--- src/rtl/alu_seq_pkg.sv ---
// Shared types and ALUop encodings (mirrors ALUop.vh) for the sequential ALU.
package alu_seq_pkg;

    localparam int unsigned DATA_W = 32;
    localparam int unsigned OP_W   = 4;
    localparam int unsigned SH_W   = 5;

    localparam logic [OP_W-1:0] ALU_ADDU = 4'd0;
    localparam logic [OP_W-1:0] ALU_SUBU = 4'd1;
    localparam logic [OP_W-1:0] ALU_SLT  = 4'd2;
    localparam logic [OP_W-1:0] ALU_SLTU = 4'd3;
    localparam logic [OP_W-1:0] ALU_AND  = 4'd4;
    localparam logic [OP_W-1:0] ALU_OR   = 4'd5;
    localparam logic [OP_W-1:0] ALU_XOR  = 4'd6;
    localparam logic [OP_W-1:0] ALU_NOR  = 4'd7;
    localparam logic [OP_W-1:0] ALU_LUI  = 4'd8;
    localparam logic [OP_W-1:0] ALU_SLL  = 4'd9;
    localparam logic [OP_W-1:0] ALU_SRL  = 4'd10;
    localparam logic [OP_W-1:0] ALU_SRA  = 4'd11;
    localparam logic [OP_W-1:0] ALU_XXX  = 4'd15;

    typedef enum logic [1:0] {
        IDLE  = 2'd0,
        SHIFT = 2'd1,
        DONE  = 2'd2
    } state_t;

endpackage

--- src/rtl/alu_seq_comb.sv ---
// Single-cycle evaluator: logic/arithmetic ops, illegal-code flag, shift detection.
module alu_seq_comb
    import alu_seq_pkg::*;
#(
    parameter int unsigned WIDTH = DATA_W,
    parameter int unsigned OPW   = OP_W
) (
    input  logic [WIDTH-1:0] a,
    input  logic [WIDTH-1:0] b,
    input  logic [OPW-1:0]   op,
    output logic [WIDTH-1:0] result_c,
    output logic             illegal_c,
    output logic             is_shift_c
);

    // Shift ops report B so a zero-amount shift completes in one cycle.
    always_comb begin
        result_c   = '0;
        illegal_c  = 1'b0;
        is_shift_c = 1'b0;
        case (op)
            ALU_ADDU: result_c = a + b;
            ALU_SUBU: result_c = a - b;
            ALU_SLT:  result_c = WIDTH'($signed(a) < $signed(b));
            ALU_SLTU: result_c = WIDTH'(a < b);
            ALU_AND:  result_c = a & b;
            ALU_OR:   result_c = a | b;
            ALU_XOR:  result_c = a ^ b;
            ALU_NOR:  result_c = ~(a | b);
            ALU_LUI:  result_c = b << (WIDTH / 2);
            ALU_SLL, ALU_SRL, ALU_SRA: begin
                is_shift_c = 1'b1;
                result_c   = b;
            end
            default:  illegal_c = 1'b1;
        endcase
    end

endmodule

--- src/rtl/alu_seq.sv ---
// Handshaked ALU: one-cycle logic/arith ops, iterative one-bit-per-cycle shifts,
// result held until downstream accepts it.
module alu_seq
    import alu_seq_pkg::*;
#(
    parameter int unsigned WIDTH = DATA_W,
    parameter int unsigned OPW   = OP_W
) (
    input  logic             clk,
    input  logic             rst_n,
    input  logic             in_valid,
    output logic             in_ready,
    input  logic [WIDTH-1:0] A,
    input  logic [WIDTH-1:0] B,
    input  logic [OPW-1:0]   ALUop,
    output logic             out_valid,
    input  logic             out_ready,
    output logic [WIDTH-1:0] result,
    output logic             illegal
);

    state_t           state, state_n;
    logic [WIDTH-1:0] work, work_n, result_n;
    logic [SH_W-1:0]  cnt, cnt_n;
    logic [OPW-1:0]   op, op_n;
    logic             illegal_n;

    logic [WIDTH-1:0] comb_result_c, shifted_c;
    logic             comb_illegal_c, comb_shift_c;

    alu_seq_comb #(
        .WIDTH (WIDTH),
        .OPW   (OPW)
    ) u_comb (
        .a          (A),
        .b          (B),
        .op         (ALUop),
        .result_c   (comb_result_c),
        .illegal_c  (comb_illegal_c),
        .is_shift_c (comb_shift_c)
    );

    // One-bit step of the latched shift; SRA replicates the sign bit.
    always_comb begin
        shifted_c = {work[WIDTH-1], work[WIDTH-1:1]};
        if (op == ALU_SLL) begin
            shifted_c = {work[WIDTH-2:0], 1'b0};
        end else if (op == ALU_SRL) begin
            shifted_c = {1'b0, work[WIDTH-1:1]};
        end
    end

    always_comb begin
        state_n   = state;
        work_n    = work;
        cnt_n     = cnt;
        op_n      = op;
        result_n  = result;
        illegal_n = illegal;
        case (state)
            IDLE: begin
                if (in_valid && in_ready) begin
                    if (comb_shift_c && (A[SH_W-1:0] != '0)) begin
                        work_n  = B;
                        cnt_n   = A[SH_W-1:0];
                        op_n    = ALUop;
                        state_n = SHIFT;
                    end else begin
                        result_n  = comb_result_c;
                        illegal_n = comb_illegal_c;
                        state_n   = DONE;
                    end
                end
            end
            SHIFT: begin
                work_n = shifted_c;
                cnt_n  = cnt - SH_W'(1);
                if (cnt == SH_W'(1)) begin
                    result_n  = shifted_c;
                    illegal_n = 1'b0;
                    state_n   = DONE;
                end
            end
            DONE: begin
                if (out_ready) begin
                    state_n = IDLE;
                end
            end
            default: state_n = IDLE;
        endcase
    end

    // Handshake flags are registered images of the next state.
    always_ff @(posedge clk) begin
        if (!rst_n) begin
            state     <= IDLE;
            work      <= '0;
            cnt       <= '0;
            op        <= '0;
            result    <= '0;
            illegal   <= 1'b0;
            in_ready  <= 1'b1;
            out_valid <= 1'b0;
        end else begin
            state     <= state_n;
            work      <= work_n;
            cnt       <= cnt_n;
            op        <= op_n;
            result    <= result_n;
            illegal   <= illegal_n;
            in_ready  <= (state_n == IDLE);
            out_valid <= (state_n == DONE);
        end
    end

endmodule

--- config.mk ---
export PLATFORM = sky130hd
export DESIGN_NAME = alu_seq
export DESIGN_NICKNAME = d
export VERILOG_FILES = /design/src/rtl/alu_seq_pkg.sv /design/src/rtl/alu_seq_comb.sv /design/src/rtl/alu_seq.sv
export SDC_FILE = /design/constraint.sdc
export NUM_CORES = 1
export LEC_CHECK = 0
export CAP_MARGIN = 20
export CORE_MARGIN = 2
export CORE_UTILIZATION = 55
export DETAILED_ROUTE_END_ITERATION = 8
export GPL_ROUTABILITY_DRIVEN = 0
export PLACE_DENSITY = 0.78
export SETUP_SLACK_MARGIN = 0.15
export SKIP_LAST_GASP = 1
export SLEW_MARGIN = 10
export SYNTH_ARGS = -nofsm -noshare
export SYNTH_HDL_FRONTEND = slang
export SYNTH_HIERARCHICAL = 1
export SYNTH_SLANG_ARGS = --single-unit
--- constraint.sdc ---
create_clock -name clk -period 5.9 [get_ports clk]
set_clock_uncertainty 0.05 [all_clocks]
set_input_delay 1.18 -clock clk [delete_from_list [all_inputs] [get_ports clk]]
set_output_delay 1.18 -clock clk [all_outputs]
set_load 0.01 [all_outputs]
==> results of run 1 <==
layout make-up:
type / instances / area (sq um) / share of cell area [%]
sequential: 78 / 1560 / 14.5
inverter: 103 / 387 / 3.60
multi-input combinational: 1024 / 6980 / 64.9
clock buffer: 10 / 229 / 2.13
clock inverter: 6 / 118 / 1.09
tap: 220 / 275 / 2.56
timing repair buffer: 124 / 1200 / 11.1
metrics by stage:
step,utilization [%],std cells,instance area (sq um),worst slack [ns]
2_1_floorplan,-,1287,9280,1.92
3_5_place_dp,62.9,1549,10400,0.804
6_report,65.0,1565,10700,0.958
5_1_grt,65.0,1565,10700,0.768
3_3_place_gp,62.9,1549,10400,0.903
4_1_cts,65.0,1565,10700,1.12
layout by cell type (no fill, tap or decap), types with 20 or more instances in the layout:
cell type / count
sky130_fd_sc_hd__a21oi_1: 99
sky130_fd_sc_hd__a22oi_1: 20
sky130_fd_sc_hd__clkdlybuf4s50_1: 106
sky130_fd_sc_hd__dfxtp_1: 78
sky130_fd_sc_hd__ha_1: 98
sky130_fd_sc_hd__inv_1: 103
sky130_fd_sc_hd__nand2_1: 173
sky130_fd_sc_hd__nand3_1: 47
sky130_fd_sc_hd__nor2_1: 75
sky130_fd_sc_hd__nor3_1: 23
sky130_fd_sc_hd__o21ai_0: 122
sky130_fd_sc_hd__o21ai_1: 32
sky130_fd_sc_hd__o2bb2ai_2: 30
worst paths after layout:
kind | startpoint | depth (start not counted) | endpoint | slack, ns
max reg2reg | state[0] | 6 | result[31] | 3.23
max | B[1] | 14 | result[25] | 0.96
min reg2reg | illegal | 2 | illegal | 0.40
min | illegal | 2 | illegal | 0.40
worst max-delay path: stages:
cell and delay, ns:
sky130_fd_sc_hd__clkdlybuf4s50_1 0.73, sky130_fd_sc_hd__inv_1 0.17, sky130_fd_sc_hd__ha_1 0.35, sky130_fd_sc_hd__nor2_1 0.14
sky130_fd_sc_hd__o221ai_1 0.16, sky130_fd_sc_hd__a31oi_1 0.37, sky130_fd_sc_hd__a21oi_1 0.16, sky130_fd_sc_hd__o21ai_0 0.60
sky130_fd_sc_hd__a311o_1 0.33, sky130_fd_sc_hd__o211ai_1 0.10, sky130_fd_sc_hd__a21oi_1 0.15, sky130_fd_sc_hd__a21oi_1 0.07
sky130_fd_sc_hd__o21ai_0 0.53, sky130_fd_sc_hd__o2bb2ai_2 0.08
metal layers:
metal	vias to the layer above	global-route usage [%]	wire [um]
li1	4823	-	-
met1	4889	50.7	13700
met2	854	54.6	13700
met3	155	11.7	4940
met4	0	17.3	1740
met5	-	0	0
logic make-up after synthesis:
| logic type | after synthesis | synth area share [%] |
|---|---|---|
| adders and majority gates | 100 | 13.6 |
| AOI/OAI and AO/OA | 507 | 39.4 |
| xor gates and xnor gates | 1 | 0.0944 |
| muxes | 13 | 1.44 |
| and+or+nand+nor | 403 | 20.1 |
| DFF | 78 | 16.8 |
| buffers and inverters | 185 | 8.46 |
cells in the mapped netlist, drive strengths merged, types with 20 or more instances:
cell type    n  share of area [%]
nor3        25                1.5
ha          98                 13
clkbuf      45                1.8
o2bb2ai     31                4.9
nand3       47                2.5
buf         37                2.5
nand2      173                7.0
a22oi       20                1.6
nor2        76                3.1
inv        103                4.2
a21oi      103                5.7
o21ai      157                8.6
dfxtp       78                 17
state kept, by name, summed over array words and instances, names as in the netlist:
name / cells
cnt: 5
illegal: 1
in_ready: 1
op: 4
out_valid: 1
result: 32
state: 2
work: 32
report_power, final:
part           total (mW)  internal [mW]  switching (mW)
Combinational       0.836          0.324           0.511
Sequential          0.604          0.568          0.0365
Clock               0.670          0.418           0.251
==> impl_results.md, run 1 <==
* Grt ovf at 0
* Synthesis-stage register bit count at 78
* Sum of negative setup slack at 0 ns
* Post-route worst hold slack at 0.401 ns
* Global-route wire length before repair at 53.8 mm
* Yosys warning count at 6
* Die width at 134 um
* Number of antenna violations at the first check in global routing at 0
* Number of buffers inserted for hold repair after clock tree synthesis at 0
* Port bufs at 106
* Half-perimeter wire length after placement at 24.7 mm
* Routed wire per std cell at 21.8 um
* Endpoint required time on the critical path at 6.08 ns
* Initial DRC count at 1820
* Number of vias after detailed routing at 10.7k
* Resized cells post-CTS at 0
* Number of top-level pins at 107
* Fraction of layout cells with a size suffix above 1 at 7.51%
* Initial standard-cell utilization of the core at 56.2%
* Number of sinks driven by the clock tree at 78
* Fillcell total at 1468
* Synthesized instance count at 1287
* Number of iterations in the first detailed-routing pass at 7
* Cell chosen for the clock root: sky130_fd_sc_hd__clkbuf_16
* Run status: completed
* Crit path time final at 4.94 ns
* Power density cells at 196 nW/um^2
* Layout Nets at 1512
* Antenna diodes at 0
* Async S/R FF share, synth at 0%
* Worst slew margin relative to its limit at 25.6%
* Final Hold Viols at 0
* Final worst-path cycle share at 83.8%
* Area growth from synthesis to final layout at 15.7%
* Vertical die dimension at 134 um
* Synthesized area divided by synthesized cell count at 7.21 sq um
* Count of endpoints failing setup in the final report at 0
* Number of clock buffers inserted by TritonCTS at 9
* Maxcap violations at 0
* Setup bufs post-CTS at 0
* Fmax at 0.202 GHz
* DR DRC count at 0
* Number of H-tree levels at 3
* Worst path arrival time at 5.12 ns
* DRT antenna net count at 0
* Clock Latency Late Sink at 0.36 ns
* Vias per cell at 6.85
* CTS tree: yes
* Maximum number of pins on one net before global-route repair at 106
* DIE AREA at 17900 sq um
* Number of pins with negative max-slew slack in the final report at 0
* Flip-flop cell with the highest count after synthesis: sky130_fd_sc_hd__dfxtp_1
* Number of global-route vias before repair at 9826
* Buffers from clock root to sink, at most at 2
* Lkg Pwr at 4.27 nW
* Min-Delay Path Class: register to register
* Sequential share of the synthesized area at 16.8%
* Worst-path maximum fanout at 6
* Total routing resource utilization after global routing at 37.6%
* Total Power at 2.11 mW
* Number of nets in the synthesized netlist at 1459
* Area of the core at 16500 sq um
* Least-Margin Pin Slew at 1.12 ns
* Unique masters post-synth at 90
* EDFF count, synth at 0
* Nature of the critical path startpoint: input port
* Wirelength, routed at 34.1 mm
* Clock slew at the register clock pins of the worst setup and hold paths at 0.07 ns
* VDD IR max at 131 uV
* Placement Rows at 47
* Cell area after synthesis at 9280 sq um
* RSZ-0062 raised after global routing: false
* Crit path capture type: register
* Class of the most critical setup path: input port to register
(Power assumes the default switching activity.)
==> inputs of run 2 (changes only) <==
==> constraint.sdc (replaced) <==
create_clock -name clk -period 5.2 [get_ports clk]
set_clock_uncertainty 0.05 [all_clocks]
set_input_delay 1.04 -clock clk [delete_from_list [all_inputs] [get_ports clk]]
set_output_delay 1.04 -clock clk [all_outputs]
set_load 0.01 [all_outputs]
==> run 2 against run 1 <==
Effect of this change:
- routed wire length is 0.33% lower
- clock power is 10% lower
- power is 6.5% higher
- final cell count is 1.2% higher
- hold slack better by 0.0090 ns
- combinational power is 15% higher
- global-route usage is 0.73 points lower
- critical path depth stayed put
- critical endpoint is now result[30]
==> impl_results.md, run 2 (synthesis gave the netlist of run 1 again) <==
* R2R Path Start: state[1]
* Count of placed standard cells including taps at 1569
* Capture point of the worst reg-to-reg path: result[31]
* Worst path arrival time at 4.78 ns
* Register-to-Register Setup Slack at 2.56 ns
* Number of top-level pins at 107
* Lkg Pwr at 4.32 nW
* Number of cells on the worst hold path at 2
* Layout Nets at 1532
* Met2 WL at 14.0 mm
* Hold Crit Start: illegal
* Post-Place Worst Slack at 0.358 ns
* Power density cells at 208 nW/um^2
* Met1 layer wirelength in the final routing at 14.0 mm
* Resized cells post-CTS at 0
* Leading cell type in the layout, fill and taps excluded: sky130_fd_sc_hd__nand2_1
* Antenna diodes at 0
* Number of antenna violations at the first check in global routing at 0
* Global-route wire length before repair at 52.8 mm
* Worst slew margin relative to its limit at 36.8%
* Buffers from clock root to sink, at most at 2
* Top Metal Used: met4
* Cell chosen for the clock root: sky130_fd_sc_hd__clkbuf_16
* DRT antenna net count at 0
* Clock group share of total power at 26.7%
* Least-Margin Pin Slew at 0.945 ns
* Number of buffers inserted for hold repair after clock tree synthesis at 0
* Cell Int Power at 1.35 mW
* Nature of the critical path startpoint: input port
* Worst-path maximum fanout at 6
* Number of clock buffers inserted by TritonCTS at 9
* Number of iterations in the first detailed-routing pass at 9
* Number of sinks driven by the clock tree at 78
* Area of the core at 16500 sq um
* Endpoint required time on the critical path at 5.37 ns
* Fmax at 0.217 GHz
* Met3 Wirelength at 4.36 mm
* Routed wire per std cell at 21.5 um
* Count of endpoints failing setup in the final report at 0
* Number of H-tree levels at 3
* Fraction of layout cells with a size suffix above 1 at 8.80%
* Vias per cell at 6.84
* DIE AREA at 17900 sq um
* Maximum number of pins on one net before global-route repair at 106
* Number of vias after detailed routing at 10.8k
* Half-perimeter wire length after placement at 24.6 mm
* Placement Rows at 47
* Count of non-filler cells in the finished layout at 1584
* Sum of negative setup slack at 0 ns
* Class of the most critical setup path: input port to register
* Run status: completed
* Combinational power share at 42.7%
* Setup bufs post-CTS at 0
* Clock slew at the register clock pins of the worst setup and hold paths at 0.06 ns
* Grt ovf at 0
* Vertical die dimension at 134 um
* Initial standard-cell utilization of the core at 56.2%
* Area growth from synthesis to final layout at 16.5%
* Total routing resource utilization after global routing at 36.9%
* Final Hold Viols at 0
* Wirelength, routed at 34.0 mm
* Net Sw Frac at 40.1%
* Final worst-path cycle share at 88.6%
* Maxcap violations at 0
* Hold-critical path endpoint: illegal
* Min-Delay Path Class: register to register
* DR DRC count at 0
* Sequential share of power at 30.5%
* Die width at 134 um
* Number of pins with negative max-slew slack in the final report at 0
* Initial DRC count at 1864
* Crit path capture type: register
* Number of cells on the worst reg-to-reg path at 6
* CTS tree: yes
* VDD IR max at 165 uV
* Port bufs at 106
* RSZ-0062 raised after global routing: false
* Power spent charging and discharging nets at 902 uW
* Crit path time final at 4.61 ns
* Clock Latency Late Sink at 0.35 ns
* Number of global-route vias before repair at 9635
* Total Power at 2.25 mW
* Largest registers: result x32, work x32, cnt x5
* PnR worst setup slack at 0.595 ns
* Leading cell types in the layout, fill and taps excluded: sky130_fd_sc_hd__nand2_1, sky130_fd_sc_hd__o21ai_0, sky130_fd_sc_hd__clkdlybuf4s50_1
run 2: changes by cell type in the layout (fill, tap and decap cells not counted):
cell / change
sky130_fd_sc_hd__inv_8: -1
sky130_fd_sc_hd__clkinvlp_4: +2
sky130_fd_sc_hd__bufinv_16: -3
sky130_fd_sc_hd__clkinv_2: +1
sky130_fd_sc_hd__buf_4: +20
run 2: metal layers:
metal / up-vias / track usage, %
met3: 136 / 8.09
met5: - / 0
met2: 848 / 53.9
li1: 4872 / -
met1: 4976 / 51.8
met4: 0 / 16.3
run 2: worst max path at each step:
stage,end,slack [ns],depth (start not counted),from
after global routing,result[30],0.46,14,B[0]
final,result[30],0.59,14,B[0]
after CTS,result[30],0.72,14,B[0]
after floorplan,result[30],1.36,14,A[0]
after detailed placement,result[30],0.36,14,B[0]
after global placement,result[30],0.43,14,B[0]
run 2: cell type report:
class	count	area [sq um]
clock buffers	10	229
multi-input cells	1024	6980
fillers	1488	5710
inverters	103	387
clock inverters	5	36.3
well taps	220	275
repair buffers	144	1350
flip-flops and latches	78	1560
run 2: power by group through the flow:
stage / clock network [mW] / registers [mW] / logic, mW
floorplan: 0 / 0.699 / 0.593
detailed placement: 0 / 0.696 / 0.918
CTS: 0.601 / 0.684 / 0.924
global placement: 0 / 0.696 / 0.908
global route: 0.623 / 0.689 / 1.03
finish: 0.601 / 0.686 / 0.961
run 2: critical path, cell delays in order:
cell and delay (ns):
sky130_fd_sc_hd__clkdlybuf4s50_1 0.58, sky130_fd_sc_hd__ha_1 0.31, sky130_fd_sc_hd__fa_1 0.41, sky130_fd_sc_hd__o21bai_1 0.28
sky130_fd_sc_hd__a2111o_1 0.26, sky130_fd_sc_hd__a21oi_2 0.12, sky130_fd_sc_hd__o41ai_4 0.46, sky130_fd_sc_hd__a31oi_4 0.21
sky130_fd_sc_hd__o221ai_4 0.28, sky130_fd_sc_hd__a2111oi_4 0.13, sky130_fd_sc_hd__o41ai_2 0.34, sky130_fd_sc_hd__nand2_1 0.08
sky130_fd_sc_hd__o21ai_0 0.21, sky130_fd_sc_hd__o2bb2ai_2 0.07
run 2: metrics by stage:
step	hold slack [ns]	utilization, %	instance area (sq um)
2_1_floorplan	0.385	-	9280
3_3_place_gp	0.390	63.8	10500
3_5_place_dp	0.407	63.8	10500
4_1_cts	0.416	65.4	10800
5_1_grt	0.430	65.4	10800
6_report	0.410	65.4	10800
